==> config.mk <==
export PLATFORM = sky130hd
export DESIGN_NAME = i2c_target
export DESIGN_NICKNAME = d
export VERILOG_FILES = /design/src/rtl/i2c_target.sv
export SDC_FILE = /design/constraint.sdc
export NUM_CORES = 1
export LEC_CHECK = 0
export BUFFER_PORTS_ARGS = -buffer_cell sky130_fd_sc_hd__buf_2
export CELL_PAD_IN_SITES_DETAIL_PLACEMENT = 1
export CELL_PAD_IN_SITES_GLOBAL_PLACEMENT = 2
export CORE_ASPECT_RATIO = 1.1
export CORE_MARGIN = 2
export CORE_UTILIZATION = 42
export DETAILED_ROUTE_END_ITERATION = 8
export PLACE_DENSITY = 0.77
export SLEW_MARGIN = 0
export SYNTH_ARGS = -nofsm -noshare
export SYNTH_HDL_FRONTEND = slang
export SYNTH_SLANG_ARGS = --single-unit
==> constraint.sdc <==
create_clock -name clk -period 3.1 [get_ports clk]
set_clock_uncertainty 0.05 [all_clocks]
set_input_delay 0.775 -clock clk [delete_from_list [all_inputs] [get_ports clk]]
set_output_delay 0.775 -clock clk [all_outputs]
set_load 0.03 [all_outputs]
==> src/rtl/i2c_target.sv <==
// I2C target with a 16-bit register pointer in front of a small byte-wide register file.
// Every accepted data byte is also exported as a one-cycle write strobe.
`timescale 1ns/1ps

module i2c_target #(
    parameter logic [6:0] I2C_SLAVE_ADDR = 7'h10,
    parameter int         NUM_REGS       = 64
) (
    input  logic        clk,
    input  logic        areset_n,
    input  logic        i2c_scl_i,
    input  logic        i2c_sda_i,
    output logic        i2c_sda_oe,
    output logic        wr_stb,
    output logic [15:0] wr_addr,
    output logic [7:0]  wr_data,
    output logic        busy
);

    localparam int          IDX_W      = (NUM_REGS > 1) ? $clog2(NUM_REGS) : 1;
    localparam logic [15:0] NUM_REGS_W = 16'(NUM_REGS);

    localparam logic [3:0] S_IDLE      = 4'd0;
    localparam logic [3:0] S_DEV_ADDR  = 4'd1;
    localparam logic [3:0] S_ACK_DEV   = 4'd2;
    localparam logic [3:0] S_ADDR_HI   = 4'd3;
    localparam logic [3:0] S_ACK_HI    = 4'd4;
    localparam logic [3:0] S_ADDR_LO   = 4'd5;
    localparam logic [3:0] S_ACK_LO    = 4'd6;
    localparam logic [3:0] S_WR_DATA   = 4'd7;
    localparam logic [3:0] S_ACK_WR    = 4'd8;
    localparam logic [3:0] S_RD_DATA   = 4'd9;
    localparam logic [3:0] S_RD_ACK    = 4'd10;
    localparam logic [3:0] S_WAIT_STOP = 4'd11;

    logic scl_meta_q, scl_sync_q, scl_hist_q;
    logic sda_meta_q, sda_sync_q, sda_hist_q;

    logic [3:0]  state_q, state_d;
    logic [2:0]  bit_cnt_q, bit_cnt_d;
    logic [7:0]  shift_q, shift_d;
    logic        rd_dir_q, rd_dir_d;
    logic        ack_phase_q, ack_phase_d;
    logic [15:0] reg_ptr_q, reg_ptr_d;
    logic        sda_oe_q, sda_oe_d;
    logic        wr_stb_q, wr_stb_d;
    logic [15:0] wr_addr_q, wr_addr_d;
    logic [7:0]  wr_data_q, wr_data_d;
    logic        busy_q, busy_d;

    logic [7:0]       mem_q [NUM_REGS];
    logic             mem_we;
    logic [IDX_W-1:0] mem_idx;
    logic [7:0]       mem_wdata;

    logic        scl_rise, scl_fall, start_det, stop_det;
    logic [7:0]  shift_in, rd_cur, rd_nxt;
    logic [15:0] ptr_inc;

    // Synchronisers idle high so the first cycles after reset never look like a bus edge.
    always_ff @(posedge clk or negedge areset_n) begin
        // NOTE: sequential state is updated with <= so every register samples pre-edge values.
        if (!areset_n) begin
            scl_meta_q <= 1'b1;
            scl_sync_q <= 1'b1;
            scl_hist_q <= 1'b1;
            sda_meta_q <= 1'b1;
            sda_sync_q <= 1'b1;
            sda_hist_q <= 1'b1;
        end else begin
            scl_meta_q <= i2c_scl_i;
            scl_sync_q <= scl_meta_q;
            scl_hist_q <= scl_sync_q;
            sda_meta_q <= i2c_sda_i;
            sda_sync_q <= sda_meta_q;
            sda_hist_q <= sda_sync_q;
        end
    end

    assign scl_rise  = scl_sync_q & ~scl_hist_q;
    assign scl_fall  = ~scl_sync_q & scl_hist_q;
    assign start_det = scl_sync_q & scl_hist_q & sda_hist_q & ~sda_sync_q;
    assign stop_det  = scl_sync_q & scl_hist_q & ~sda_hist_q & sda_sync_q;

    assign shift_in = {shift_q[6:0], sda_sync_q};
    assign ptr_inc  = reg_ptr_q + 16'd1;
    assign rd_cur   = (reg_ptr_q < NUM_REGS_W) ? mem_q[reg_ptr_q[IDX_W-1:0]] : 8'h00;
    assign rd_nxt   = (ptr_inc < NUM_REGS_W) ? mem_q[ptr_inc[IDX_W-1:0]] : 8'h00;

    always_comb begin
        // NOTE: every signal written here gets a default first, so no path can infer a latch.
        state_d     = state_q;
        bit_cnt_d   = bit_cnt_q;
        shift_d     = shift_q;
        rd_dir_d    = rd_dir_q;
        ack_phase_d = ack_phase_q;
        reg_ptr_d   = reg_ptr_q;
        sda_oe_d    = sda_oe_q;
        wr_stb_d    = 1'b0;
        wr_addr_d   = wr_addr_q;
        wr_data_d   = wr_data_q;
        busy_d      = busy_q;
        mem_we      = 1'b0;
        mem_idx     = reg_ptr_q[IDX_W-1:0];
        mem_wdata   = shift_in;

        if (start_det) begin
            state_d     = S_DEV_ADDR;
            bit_cnt_d   = 3'd0;
            ack_phase_d = 1'b0;
            sda_oe_d    = 1'b0;
            busy_d      = 1'b1;
        end else if (stop_det) begin
            state_d     = S_IDLE;
            bit_cnt_d   = 3'd0;
            ack_phase_d = 1'b0;
            sda_oe_d    = 1'b0;
            busy_d      = 1'b0;
        end else begin
            case (state_q)
                S_DEV_ADDR, S_ADDR_HI, S_ADDR_LO, S_WR_DATA: begin
                    if (scl_rise) begin
                        shift_d   = shift_in;
                        bit_cnt_d = bit_cnt_q + 3'd1;
                        if (bit_cnt_q == 3'd7) begin
                            ack_phase_d = 1'b0;
                            if (state_q == S_DEV_ADDR) begin
                                if (shift_in[7:1] == I2C_SLAVE_ADDR) begin
                                    rd_dir_d = shift_in[0];
                                    state_d  = S_ACK_DEV;
                                end else begin
                                    state_d = S_WAIT_STOP;
                                end
                            end else if (state_q == S_ADDR_HI) begin
                                reg_ptr_d[15:8] = shift_in;
                                state_d         = S_ACK_HI;
                            end else if (state_q == S_ADDR_LO) begin
                                reg_ptr_d[7:0] = shift_in;
                                state_d        = S_ACK_LO;
                            end else begin
                                wr_stb_d  = 1'b1;
                                wr_addr_d = reg_ptr_q;
                                wr_data_d = shift_in;
                                mem_we    = (reg_ptr_q < NUM_REGS_W);
                                reg_ptr_d = ptr_inc;
                                state_d   = S_ACK_WR;
                            end
                        end
                    end
                end
                // Phase 0 waits for the fall ending bit 8, phase 1 for the fall ending the ACK clock.
                S_ACK_DEV, S_ACK_HI, S_ACK_LO, S_ACK_WR: begin
                    if (scl_fall) begin
                        if (!ack_phase_q) begin
                            sda_oe_d    = 1'b1;
                            ack_phase_d = 1'b1;
                        end else begin
                            sda_oe_d    = 1'b0;
                            ack_phase_d = 1'b0;
                            if (state_q == S_ACK_DEV) begin
                                if (rd_dir_q) begin
                                    shift_d  = rd_cur;
                                    sda_oe_d = ~rd_cur[7];
                                    state_d  = S_RD_DATA;
                                end else begin
                                    state_d = S_ADDR_HI;
                                end
                            end else if (state_q == S_ACK_HI) begin
                                state_d = S_ADDR_LO;
                            end else begin
                                state_d = S_WR_DATA;
                            end
                        end
                    end
                end
                S_RD_DATA: begin
                    if (scl_rise) begin
                        bit_cnt_d = bit_cnt_q + 3'd1;
                        if (bit_cnt_q == 3'd7) begin
                            state_d = S_RD_ACK;
                        end
                    end else if (scl_fall) begin
                        // A zero count means the MSB of a freshly loaded byte is still unsent.
                        if (bit_cnt_q != 3'd0) begin
                            shift_d  = {shift_q[6:0], 1'b0};
                            sda_oe_d = ~shift_q[6];
                        end else begin
                            sda_oe_d = ~shift_q[7];
                        end
                    end
                end
                S_RD_ACK: begin
                    if (scl_fall) begin
                        sda_oe_d = 1'b0;
                    end else if (scl_rise) begin
                        reg_ptr_d = ptr_inc;
                        if (!sda_sync_q) begin
                            shift_d = rd_nxt;
                            state_d = S_RD_DATA;
                        end else begin
                            state_d = S_WAIT_STOP;
                        end
                    end
                end
                default: begin
                    sda_oe_d = 1'b0;
                end
            endcase
        end
    end

    always_ff @(posedge clk or negedge areset_n) begin
        if (!areset_n) begin
            state_q     <= S_IDLE;
            bit_cnt_q   <= 3'd0;
            shift_q     <= 8'h00;
            rd_dir_q    <= 1'b0;
            ack_phase_q <= 1'b0;
            reg_ptr_q   <= 16'h0000;
            sda_oe_q    <= 1'b0;
            wr_stb_q    <= 1'b0;
            wr_addr_q   <= 16'h0000;
            wr_data_q   <= 8'h00;
            busy_q      <= 1'b0;
        end else begin
            state_q     <= state_d;
            bit_cnt_q   <= bit_cnt_d;
            shift_q     <= shift_d;
            rd_dir_q    <= rd_dir_d;
            ack_phase_q <= ack_phase_d;
            reg_ptr_q   <= reg_ptr_d;
            sda_oe_q    <= sda_oe_d;
            wr_stb_q    <= wr_stb_d;
            wr_addr_q   <= wr_addr_d;
            wr_data_q   <= wr_data_d;
            busy_q      <= busy_d;
        end
    end

    // NOTE: the register file has no reset; its contents are undefined until written.
    always_ff @(posedge clk) begin
        if (mem_we) begin
            mem_q[mem_idx] <= mem_wdata;
        end
    end

    assign i2c_sda_oe = sda_oe_q;
    assign wr_stb     = wr_stb_q;
    assign wr_addr    = wr_addr_q;
    assign wr_data    = wr_data_q;
    assign busy       = busy_q;

endmodule

# After elaboration in Yosys (flattened, before gate mapping)
# Memories as Yosys holds them, arrays and structs flattened.
# Cells that the tools add are included.
dict set report op_classes {
  n_eq_ne 39
  muxes 85
  reduce_logical 20
  n_addsub 2
  order_cmp 2
  bitwise 19
}
# operator count
set op_table {}
lappend op_table {{$mux W8} 17}
lappend op_table {{$mux W16} 5}
lappend op_table {{$mux W4} 16}
lappend op_table {{$ne A4 B4 Y1 const B} 11}
lappend op_table {{$mux W1} 36}
lappend op_table {{$lt A16 B7 Y1 const B} 2}
lappend op_table {{$pmux W16 S2} 1}
lappend op_table {{$pmux W8 S4} 1}
lappend op_table {{$ne A2 B2 Y1 const B} 14}
lappend op_table {{$reduce_and A9 Y1} 3}
lappend op_table {{$add A16 B1 Y16 const B} 1}
lappend op_table {{$eq A4 B3 Y1 const B} 4}
lappend op_table {{$pmux W4 S4} 1}
lappend op_table {{$reduce_and A14 Y1} 1}
lappend op_table {{$eq A4 B4 Y1 const B} 3}
lappend op_table {{$mux W3} 4}
lappend op_table {{$not A1 Y1} 12}
lappend op_table {{$reduce_bool A3 Y1} 3}
lappend op_table {{$eq A4 B2 Y1 const B} 2}
lappend op_table {{$reduce_and A8 Y1} 1}
lappend op_table {{$reduce_bool A4 Y1} 2}
lappend op_table {{$reduce_or A4 Y1} 2}
lappend op_table {{$and A1 B1 Y1} 7}
lappend op_table {{$eq A7 B5 Y1 const B} 1}
lappend op_table {{14 further kinds} 17}
dict set report word_totals {
  inputBits 4
  regBits 66
  mem_bits_rw 512
  elab_cells 186
  out_inout_bits 27
  n_memories 1
}
# memory words word_bits read_ports rd_ports_with_merged_regs write_ports line_no
set mem_list {}
lappend mem_list {mem_q 64 8 2 0 1 51} ;# logic [7:0] mem_q [NUM_REGS];

# Depth between registers and ports, before layout
# Gate-level depths: netlist of run 1.
dict set report logic_depth {
  ltp_word 11
  depth_mapped 13
  depth_no_buf 9
}

# Least setup slack after synthesis of run 1
# No wires, ideal clock.
dict set report synth_path {
  path_kind {flip-flop to flip-flop}
  startpoint {reg state_q[1]}
  endpoint {mem mem_q[0][0] (enable)}
  n_path_buf 3
  setup_time_ps 370
  slack_ps 213
  t_arrival_ps 2467
  stages_incl_launch_ff 9
  t_required_ps 2680
  period_less_slack_ps 2887
  path_cell_list {dfrtp_1 -> clkbuf_1 -> clkbuf_1 -> nand2_1 -> nor4_2 -> nor2b_1 -> clkbuf_1 -> nand2_1 -> nor2_1}
}
dict set report synth_between {
  elab_chain_len 11
  elab_cells_between_ends 15
  cone_classes {4 x eq/ne; 10 x mux; 1 x reduce/logical}
}
# item line_no
set synth_lines {}
lappend synth_lines {{from (decl)} 39} ;# logic [3:0] state_q, state_d;
lappend synth_lines {{from (signal assigned)} 226} ;# state_q <= state_d;
lappend synth_lines {{$eq A4 B3 Y1} {120, 137}}
lappend synth_lines {{$mux W1} 137} ;# end else if (state_q == S_ADDR_LO) begin
lappend synth_lines {{$mux W1} 134} ;# end else if (state_q == S_ADDR_HI) begin
lappend synth_lines {{$mux W1} 127} ;# if (state_q == S_DEV_ADDR) begin
lappend synth_lines {{$mux W1} 125} ;# if (bit_cnt_q == 3'd7) begin
lappend synth_lines {{$mux W1} 122} ;# if (scl_rise) begin
lappend synth_lines {{$mux W1 (*)} 120} ;# case (state_q)
lappend synth_lines {{$mux W1 (*)} 113} ;# end else if (stop_det) begin
lappend synth_lines {{$mux W1 (*)} 107} ;# if (start_det) begin
lappend synth_lines {{$mux W1 (*)} 242} ;# if (mem_we) begin
lappend synth_lines {{$mux W1 (not written as such) (*)} 243} ;# mem_q[mem_idx] <= mem_wdata;
lappend synth_lines {{to (decl)} 51}
# Mark *: on every way between the ends. The rest lies on a longest branch, timed or not.

# Final worst setup path of run 1
dict set report layout_path {
  startpoint {reg reg_ptr_q[1]}
  endpoint {reg shift_q[6]}
}
dict set report layout_between {
  elab_chain_len 7
  elab_cells_between_ends 14
  cone_classes {1 x add/sub; 2 x order compare; 10 x mux; 1 x memory}
}
# item line_no
set layout_lines {}
lappend layout_lines {{from (decl)} 44} ;# logic [15:0] reg_ptr_q, reg_ptr_d;
lappend layout_lines {{from (signal assigned)} 231} ;# reg_ptr_q <= reg_ptr_d;
lappend layout_lines {{$add A16 B1 Y16 (tied with other cells)} 86} ;# assign ptr_inc = reg_ptr_q + 16'd1;
lappend layout_lines {{$mem_v2 Z64 W8 (tied with other cells)} -}
lappend layout_lines {{$mux W8 (on tied branches)} {88, 161}}
lappend layout_lines {{$mux W8 (on tied branches)} {197, 160}}
lappend layout_lines {{$mux W8 (on tied branches)} {195, 154}}
lappend layout_lines {{$mux W8 (on tied branches)} {193, 153}}
lappend layout_lines {{$pmux W8 S4 (*)} 120}
lappend layout_lines {{to (signal assigned)} 228} ;# shift_q <= shift_d;
lappend layout_lines {{to (decl)} 41} ;# logic [7:0] shift_q, shift_d;
# Mark *: on every way between the ends. The rest lies on a longest branch, timed or not. The select of a mux whose other input is x is not followed.
# A chain may end at the register's enable or synchronous reset.

==> results of run 1 <==
[final timing paths]
path / start / to / cells after the start
max in group asynchronous: areset_n / state_q[0] / 2
setup reg to reg: reg_ptr_q[1] / shift_q[6] / 9
setup / recovery: reg_ptr_q[1] / shift_q[6] / 9
min in group asynchronous: areset_n / bit_cnt_q[0] / 1
hold reg to reg: scl_meta_q / scl_sync_q / 0
hold / removal: i2c_scl_i / scl_meta_q / 1
[state kept, by name (all words and copies together) (netlist names), 3 cells and up]
signal / flops
bit_cnt_q: 3
mem_q: 512
state_q: 4
reg_ptr_q: 16
wr_addr: 16
wr_data: 8
shift_q: 8
[power by group through the flow]
stage          combinational (W)  clock, W  sequential, W
6_report                  0.0159   0.00746        0.00961
5_1_grt                   0.0164   0.00781        0.00963
4_1_cts                   0.0151   0.00752        0.00960
3_5_place_dp              0.0146         0        0.00976
3_3_place_gp              0.0145         0        0.00975
2_1_floorplan            0.00769         0        0.00995
[logic make-up (layout without fill, tap and decap cells)]
| kind of cell | Yosys count | in the layout | share of synthesized area, % |
|---|---|---|---|
| muxes | 284 | 284 | 17.3 |
| DFF | 578 | 578 | 61.1 |
| other | 0 | 2 | 0 |
| AOI/OAI and AO/OA | 404 | 404 | 10.3 |
| xor gates and xnor gates | 10 | 10 | 0.314 |
| and+or+nand+nor | 490 | 490 | 8.09 |
| adders and majority gates | 4 | 4 | 0.179 |
| buffers and inverters | 174 | 508 | 2.79 |
[synth_stat cells, drive strengths merged (30+ instances only)]
cell type,instances
a21oi,64
mux2,81
mux4,149
mux2i,54
a31oi,30
a22oi,59
nand2,165
clkbuf,83
a221oi,37
o21ai,65
nand3,54
edfxtp,512
dfrtp,60
nor2,150
buf,80
[repair_timing]
item | 4_1_cts | 5_1_grt
setup endpoints to repair | 8 | 50
gates resized for setup | 23 | 51
cloned | 2 | 0
hold buffers | 0 | 0
buffers inserted | 15 | 16
pin swaps | 12 | 21
[per-layer routing]
| metal | routed length, µm | global-route usage, % | vias to the layer above | part of all wire, % |
|---|---|---|---|---|
| met5 | 25 | 0 | - | 0.023 |
| met4 | 7090 | 18.3 | 4 | 6.4 |
| met3 | 9920 | 6.84 | 318 | 8.9 |
| met2 | 51800 | 51.9 | 1251 | 47 |
| met1 | 42000 | 40.8 | 10839 | 38 |
| li1 | - | - | 8402 | - |
[cell type report]
class | count | area (µm²)
Antenna cell | 2 | 5.00
Clock buffer | 79 | 1700
Clock inverter | 34 | 309
Fill cell | 6448 | 32000
Inverter | 11 | 45.0
Multi-Input combinational cell | 1192 | 10400
Sequential cell | 578 | 17100
Tap cell | 858 | 1070
Timing Repair Buffer | 384 | 3390
[stage by stage]
stage	instances	hold slack, ps
floorplan	1944	295
global placement	2991	298
finish	3138	185
global route	3137	174
detailed placement	2991	304
CTS	3121	166
[critical path, cell delays in order (launching register included)]
cell and delay, ps:
dfrtp_4 550, buf_16 180, buf_16 130, mux2_2 260, a221o_1 300, a222oi_1 800, o221a_2 340, nand4_1 110
a221oi_2 280, a21oi_1 100
==> results.json, run 1 <==
{
  "ys_seq_area_share_pct": 61.1,
  "clk_latency_ps": 650,
  "syn_nets": 1952,
  "routed_wl_um": 111000,
  "synth_area_leaders": "edfxtp_1 (55%), mux4_2 (12%), dfrtp_1 (5.4%)",
  "async_reset_ff_share_pct": 11.4,
  "pre_cts_ws_ps": -288,
  "p_total_w": 0.0329,
  "drtPass1Iterations": 6,
  "synth_edf_count": 512,
  "clkPwrFrac_pct": 22.7,
  "antenna_found_initial": 4,
  "worstMarginPinSlew_ps": 1440,
  "avgSynthCellArea_um2": 14.3,
  "hp-class": "input pin to flop",
  "final_area_um2": 34000,
  "grt_util_all_layers_pct": 32.3,
  "setup-tns-final_ps": -529,
  "timing.fmax_mhz": 308,
  "drtAntennaViolNets": 0,
  "ctsHtreeMaxLevel": 2,
  "ys_dominant_reg_cell": "edfxtp_1",
  "start_kind": "flop",
  "io_pins": 31,
  "slew_viol_final": 0,
  "switching_share_pct": 38.9,
  "crit_type": "flop to flop",
  "comb_power_share_pct": 48.1,
  "setup_ws_ps": -142,
  "period_needed_ps": 3240,
  "route.detailed.drc": 0,
  "ys_seq_elements": 578,
  "ys_warn_count": 0,
  "grt_max_degree": 73,
  "clkSlewWorstSetupHoldPaths_ps": 60,
  "placed_area_um2": 31400,
  "io_buffers": 30,
  "r2r_slack_ps": -140,
  "grt_first_pass_wirelength_um": 158000,
  "die_h_um": 274,
  "irDropWorstVdd_uv": 538,
  "synth_area_um2": 27900,
  "power_density_nw_per_um2": 969,
  "leakagePower_nw": 11.8,
  "ys_types": 81,
  "routed_via_density": 6.63,
  "hpwl_um": 75900,
  "timing.final.crit_share_pct": 105,
  "vias": 20814,
  "die_area_um2": 68500,
  "status": "finished with violations",
  "setup.worst_path.end_class": "flop",
  "synth_cells": 1944,
  "final_nets": 2235,
  "numCtsBuffers": 60,
  "initial_core_util_pct": 42.3,
  "intPower_w": 0.0201,
  "p_seq_share_pct": 29.2,
  "final_layout_size_suffix_gt1_share_pct": 34.2,
  "violations": "setup timing",
  "arrival_ps": 3720,
  "synth_top_cell_area_share_pct": 55.1,
  "hold_viol_final": 0,
  "rsz0062_at_grt": "yes",
  "place.gp.congestion": 0.958,
  "first_global_vias": 21465,
  "ctsRootBufferMaster": "clkbuf_16",
  "drt-initial-drc-count": 2487,
  "cts.path.max_buffers": 3,
  "maxCapViolCount": 0,
  "utilization_pct": 51.5,
  "grt-ovfl-total": 0,
  "setup_viol": 7,
  "cp_max_fo": 7,
  "relSlewSlack_pct": 4.13,
  "final_common_cell": "edfxtp_1",
  "final_cell_mix": "edfxtp_1 (512), buf_4 (303), nand2_1 (161), nor2_1 (149), mux4_2 (148)",
  "synth_top_area_cell": "edfxtp_1",
  "die_w_um": 250,
  "wl_per_cell_um": 35.3,
  "worstPathRequired_ps": 3580,
  "cts_tree": "built",
  "synthToLayoutAreaGrowth_pct": 21.8,
  "row_count": 99,
  "p_sw_w": 0.0128,
  "clock-sinks": 578,
  "coreArea_um2": 66000
}
Power figures use the tool's default switching activity.
==> run 2, diff against run 1 <==
--- a/config.mk
+++ b/config.mk
@@ -13,6 +13,7 @@
 export CORE_UTILIZATION = 42
 export DETAILED_ROUTE_END_ITERATION = 8
 export PLACE_DENSITY = 0.77
+export SKIP_LAST_GASP = 1
 export SLEW_MARGIN = 0
 export SYNTH_ARGS = -nofsm -noshare
 export SYNTH_HDL_FRONTEND = slang
==> results.json, run 2 (same netlist as run 1, synthesis figures left out) <==
{
  "cp_max_fo": 9,
  "cp_num_buf_inv": 3,
  "hpwl_um": 75900,
  "nFillCells": 6442,
  "antenna_found_initial": 3,
  "first_global_vias": 21441,
  "timing.final.crit_share_pct": 105,
  "r2r_slack_ps": -170,
  "arrival_ps": 3750,
  "grt-ovfl-total": 0,
  "io_pins": 31,
  "final_layout_size_suffix_gt1_share_pct": 34.4,
  "n_antenna_cell": 0,
  "final_nets": 2237,
  "crit_type": "flop to flop",
  "final_common_cell": "edfxtp_1",
  "timing.hold.ws_ps": 182,
  "worstPathRequired_ps": 3580,
  "die_h_um": 274,
  "cts.path.max_buffers": 3,
  "slowest_stage": "a222oi_1",
  "clock-sinks": 578,
  "final_area_um2": 34000,
  "wl_per_cell_um": 35.3,
  "setup_viol": 39,
  "placed_area_um2": 31400,
  "dpl.cell_count": 2991,
  "status": "finished with violations",
  "irDropWorstVdd_uv": 539,
  "cts_tree": "built",
  "start_kind": "flop",
  "hp-class": "input pin to flop",
  "regMostFlops": "mem_q",
  "r2r_end": "shift_q[6]",
  "grt_first_pass_wirelength_um": 158000,
  "timing.fmax_mhz": 306,
  "vias": 20773,
  "clk_latency_ps": 650,
  "violations": "setup timing",
  "synthToLayoutAreaGrowth_pct": 21.8,
  "reg2reg_from": "reg_ptr_q[0]",
  "leakagePower_nw": 11.8,
  "path_depth": 10,
  "ctsRootBufferMaster": "clkbuf_16",
  "die_area_um2": 68500,
  "layout.cells.non_filler": 3138,
  "numCtsBuffers": 60,
  "period_needed_ps": 3270,
  "whs_endpoint": "scl_meta_q",
  "largest_register_ffs": 512,
  "grt_max_degree": 73,
  "clkSlewWorstSetupHoldPaths_ps": 60,
  "power_density_nw_per_um2": 970,
  "die_w_um": 250,
  "relSlewSlack_pct": 37.5,
  "drt-initial-drc-count": 2548,
  "drtPass1Iterations": 6,
  "ctsHtreeMaxLevel": 2,
  "hp-start": "i2c_scl_i",
  "drtAntennaViolNets": 0,
  "hold_viol_final": 0,
  "coreArea_um2": 66000,
  "crit_top_cell": "buf_12",
  "final_cell_mix": "edfxtp_1 (512), buf_4 (306), nand2_1 (161), nor2_1 (149), mux4_2 (148)",
  "setup.worst_path.end_class": "flop",
  "utilization_pct": 51.5,
  "slew_viol_final": 0,
  "hold_depth": 1,
  "worstMarginPinSlew_ps": 937,
  "cpLargestDelayFamily": "compound AO/OA/AOI/OAI gates",
  "r2r_cells": 10,
  "place.gp.congestion": 0.958,
  "pre_cts_ws_ps": -288,
  "route.detailed.drc": 0,
  "crit_path_max_incr_delay_ps": 820,
  "initial_core_util_pct": 42.3,
  "rsz0062_at_grt": "yes",
  "grt_util_all_layers_pct": 32.3,
  "setup_ws_ps": -169,
  "routed_via_density": 6.62,
  "path_cells": "buf_12 -> buf_12 -> nor2b_2 -> clkbuf_16 -> a221o_1 -> a222oi_1 -> o221a_2 -> nand4_1 -> a221oi_2 -> a21oi_1",
  "maxCapViolCount": 0,
  "row_count": 99,
  "io_buffers": 30,
  "routed_wl_um": 111000
}
run 2: layout make-up:
cell class                 count  area (µm²)  area share, %
clock inverter                34         309          0.909
multi-input combinational   1192       10400           30.6
tap                          858        1070           3.16
sequential                   578       17100           50.2
inverter                      11        45.0          0.133
timing repair buffer         386        3410           10.0
clock buffer                  79        1700           5.00
run 2: how the worst max path moves through the flow:
stage | startpoint | to | slack (ps)
2_1_floorplan | state_q[1] | mem_q[0][0] | 210
3_3_place_gp | reg_ptr_q[1] | shift_q[6] | -260
3_5_place_dp | reg_ptr_q[1] | shift_q[6] | -290
4_1_cts | reg_ptr_q[0] | shift_q[6] | -100
5_1_grt | reg_ptr_q[0] | shift_q[6] | -240
6_report | reg_ptr_q[0] | shift_q[6] | -170
run 2: repair_timing:
action	CTS	global route
hold buffers	0	0
setup buffers	15	18
endpoints found under the setup margin	8	47
pin swaps	12	21
hold endpoints to repair	0	0
resized for setup	15	59
cloned	2	0
run 2: through the flow:
step / power (W) / TNS, ps
floorplan: 0.0176 / 0
global route: 0.0339 / -593
finish: 0.0330 / -970
CTS: 0.0321 / -363
detailed placement: 0.0244 / -527
global placement: 0.0242 / -399
run 2: power breakdown:
part	leakage (nW)	internal, W	switching [W]
Combinational	5.31	0.00655	0.00934
Clock	0.986	0.00427	0.00319
Sequential	5.52	0.00934	0.000277
Total	11.8	0.0202	0.0128
run 2: layer usage:
metal,vias to the layer above,GRT usage (%),part of all wire (%)
li1,8396,-,-
met1,10762,40.7,37
met2,1289,51.9,46
met3,320,6.98,9.7
met4,6,18.3,6.5
met5,-,0,0.032
==> run 3, diff against run 2 <==
--- a/config.mk
+++ b/config.mk
@@ -6,12 +6,14 @@
 export NUM_CORES = 1
 export LEC_CHECK = 0
 export BUFFER_PORTS_ARGS = -buffer_cell sky130_fd_sc_hd__buf_2
+export CAP_MARGIN = 5
 export CELL_PAD_IN_SITES_DETAIL_PLACEMENT = 1
 export CELL_PAD_IN_SITES_GLOBAL_PLACEMENT = 2
 export CORE_ASPECT_RATIO = 1.1
 export CORE_MARGIN = 2
 export CORE_UTILIZATION = 42
 export DETAILED_ROUTE_END_ITERATION = 8
+export MAX_ROUTING_LAYER = met4
 export PLACE_DENSITY = 0.77
 export SKIP_LAST_GASP = 1
 export SLEW_MARGIN = 0
==> results.json, run 3 (same netlist as run 1, synthesis figures left out) <==
{
  "drt-initial-drc-count": 2526,
  "numCtsBuffers": 61,
  "first_global_vias": 20626,
  "final_layout_size_suffix_gt1_share_pct": 32.7,
  "hold_depth": 1,
  "drtAntennaViolNets": 0,
  "cts_tree": "built",
  "clkPwrFrac_pct": 22.5,
  "intPower_w": 0.0200,
  "grt_util_all_layers_pct": 33.1,
  "grt_max_degree": 73,
  "place.gp.congestion": 0.949,
  "clkSlewWorstSetupHoldPaths_ps": 70,
  "route.detailed.drc": 0,
  "r2r_cells": 11,
  "drtPass1Iterations": 6,
  "clock-sinks": 578,
  "cts.path.max_buffers": 3,
  "vias": 20510,
  "r2r_slack_ps": -150,
  "routed_via_density": 6.57,
  "cts_hold_buf": 0,
  "timing.final.crit_share_pct": 105,
  "rsz0062_at_grt": "yes",
  "routed_wl_um": 110000,
  "worstMarginPinSlew_ps": 996,
  "violations": "setup timing",
  "p_total_w": 0.0328,
  "hold_viol_final": 0,
  "period_needed_ps": 3250,
  "antenna_found_initial": 2,
  "final_common_cell": "edfxtp_1",
  "power_density_nw_per_um2": 974,
  "row_count": 99,
  "ctsHtreeMaxLevel": 2,
  "seqCellArea_um2": 17100,
  "die_area_um2": 68500,
  "worstPathRequired_ps": 3570,
  "ctsRootBufferMaster": "clkbuf_16",
  "crit_type": "flop to flop",
  "setup-tns-final_ps": -188,
  "grt_first_pass_wirelength_um": 157000,
  "die_h_um": 274,
  "p_sw_w": 0.0128,
  "timing.fmax_mhz": 308,
  "setup_ws_ps": -146,
  "multi_input_area_um2": 10300,
  "leakagePower_nw": 11.7,
  "initial_core_util_pct": 42.3,
  "clk_latency_ps": 640,
  "relSlewSlack_pct": 33.4,
  "cp_max_fo": 5,
  "timing.hold.ws_ps": 189,
  "final_cell_mix": "edfxtp_1 (512), buf_4 (282), nand2_1 (163), nor2_1 (149), mux4_2 (148)",
  "p_seq_share_pct": 29.2,
  "regMostFlops": "mem_q",
  "synthToLayoutAreaGrowth_pct": 20.9,
  "switching_share_pct": 39.0,
  "nFillCells": 6448,
  "setup.worst_path.end_class": "flop",
  "arrival_ps": 3710,
  "start_kind": "flop",
  "irDropWorstVdd_uv": 505,
  "io_pins": 31,
  "hp-class": "input pin to flop",
  "io_buffers": 30,
  "status": "finished with violations",
  "coreArea_um2": 66000,
  "slew_viol_final": 0,
  "largest_register_ffs": 512,
  "comb_power_share_pct": 48.3,
  "setup_viol": 2,
  "grt-ovfl-total": 0,
  "wl_per_cell_um": 35.4,
  "maxCapViolCount": 0,
  "die_w_um": 250,
  "final_nets": 2215,
  "utilization_pct": 51.1,
  "hpwl_um": 75700
}
## run 3: cell types whose count changed in the layout (fill, tap and decap cells not counted), moves of 3 or more
| cell | previous run | this run |
|---|---|---|
| clkinv_1 | 6 | 12 |
| clkbuf_16 | 66 | 63 |
| clkinv_2 | 16 | 11 |
| a22oi_2 | 4 | 1 |
| a22oi_1 | 55 | 58 |
| mux2i_2 | 4 | 0 |
| mux2i_1 | 50 | 54 |
| buf_4 | 306 | 282 |
## run 3: path summary, 6_finish.rpt
check,start,endpoint
min in group asynchronous,areset_n,state_q[0]
worst min register to register,scl_meta_q,scl_sync_q
max in group asynchronous,areset_n,reg_ptr_q[0]
worst min-delay path,i2c_scl_i,scl_meta_q
worst max-delay path,reg_ptr_q[1],shift_q[6]
worst max register to register,reg_ptr_q[1],shift_q[6]
## run 3: layout make-up
type	count	share of cell area (%)
antenna	2	0.0148
tap	858	3.18
sequential	578	50.6
timing repair buffer	363	9.71
multi-input combinational	1192	30.5
inverter	11	0.122
clock inverter	37	1.01
clock buffer	79	4.91
## run 3: metrics by stage
| step | area [µm²] | setup WS (ps) | std cells |
|---|---|---|---|
| after floorplan | 27900 | 213 | 1944 |
| after global placement | 31400 | -323 | 2984 |
| after detailed placement | 31400 | -273 | 2984 |
| after CTS | 33500 | -9.53 | 3112 |
| after global routing | 33700 | -165 | 3120 |
| final | 33700 | -146 | 3120 |
## run 3: power by group through the flow
stage          sequential (W)  combinational, W  clock [W]
6_report              0.00957            0.0159    0.00739
2_1_floorplan         0.00995           0.00769          0
3_5_place_dp          0.00974            0.0151          0
3_3_place_gp          0.00973            0.0149          0
4_1_cts               0.00957            0.0154    0.00746
5_1_grt               0.00959            0.0164    0.00772
## run 3: critical path, cell delays in order (launching register included)
cell	delay, ps
dfrtp_4	520
buf_12	160
buf_4	180
nor2b_1	160
buf_12	140
buf_4	160
a22o_1	180
a222oi_1	650
o221a_2	310
nand4_1	170
a221oi_2	300
a21oi_1	120
## run 3: layer usage
layer	part of all wire [%]	wire, µm	track usage (%)	up-vias
met2	48	52600	52.6	1125
li1	-	-	-	8341
met5	0	0	-	-
met1	39	42500	42.1	10765
met4	5.1	5640	14.5	0
met3	8.7	9550	5.41	279
## run 3: what timing repair did
action	CTS	global route
setup endpoints to repair	3	22
pin swaps	7	8
setup buffers	12	6
resized for setup	14	24
endpoints found under the hold margin	0	0
gates cloned	1	1
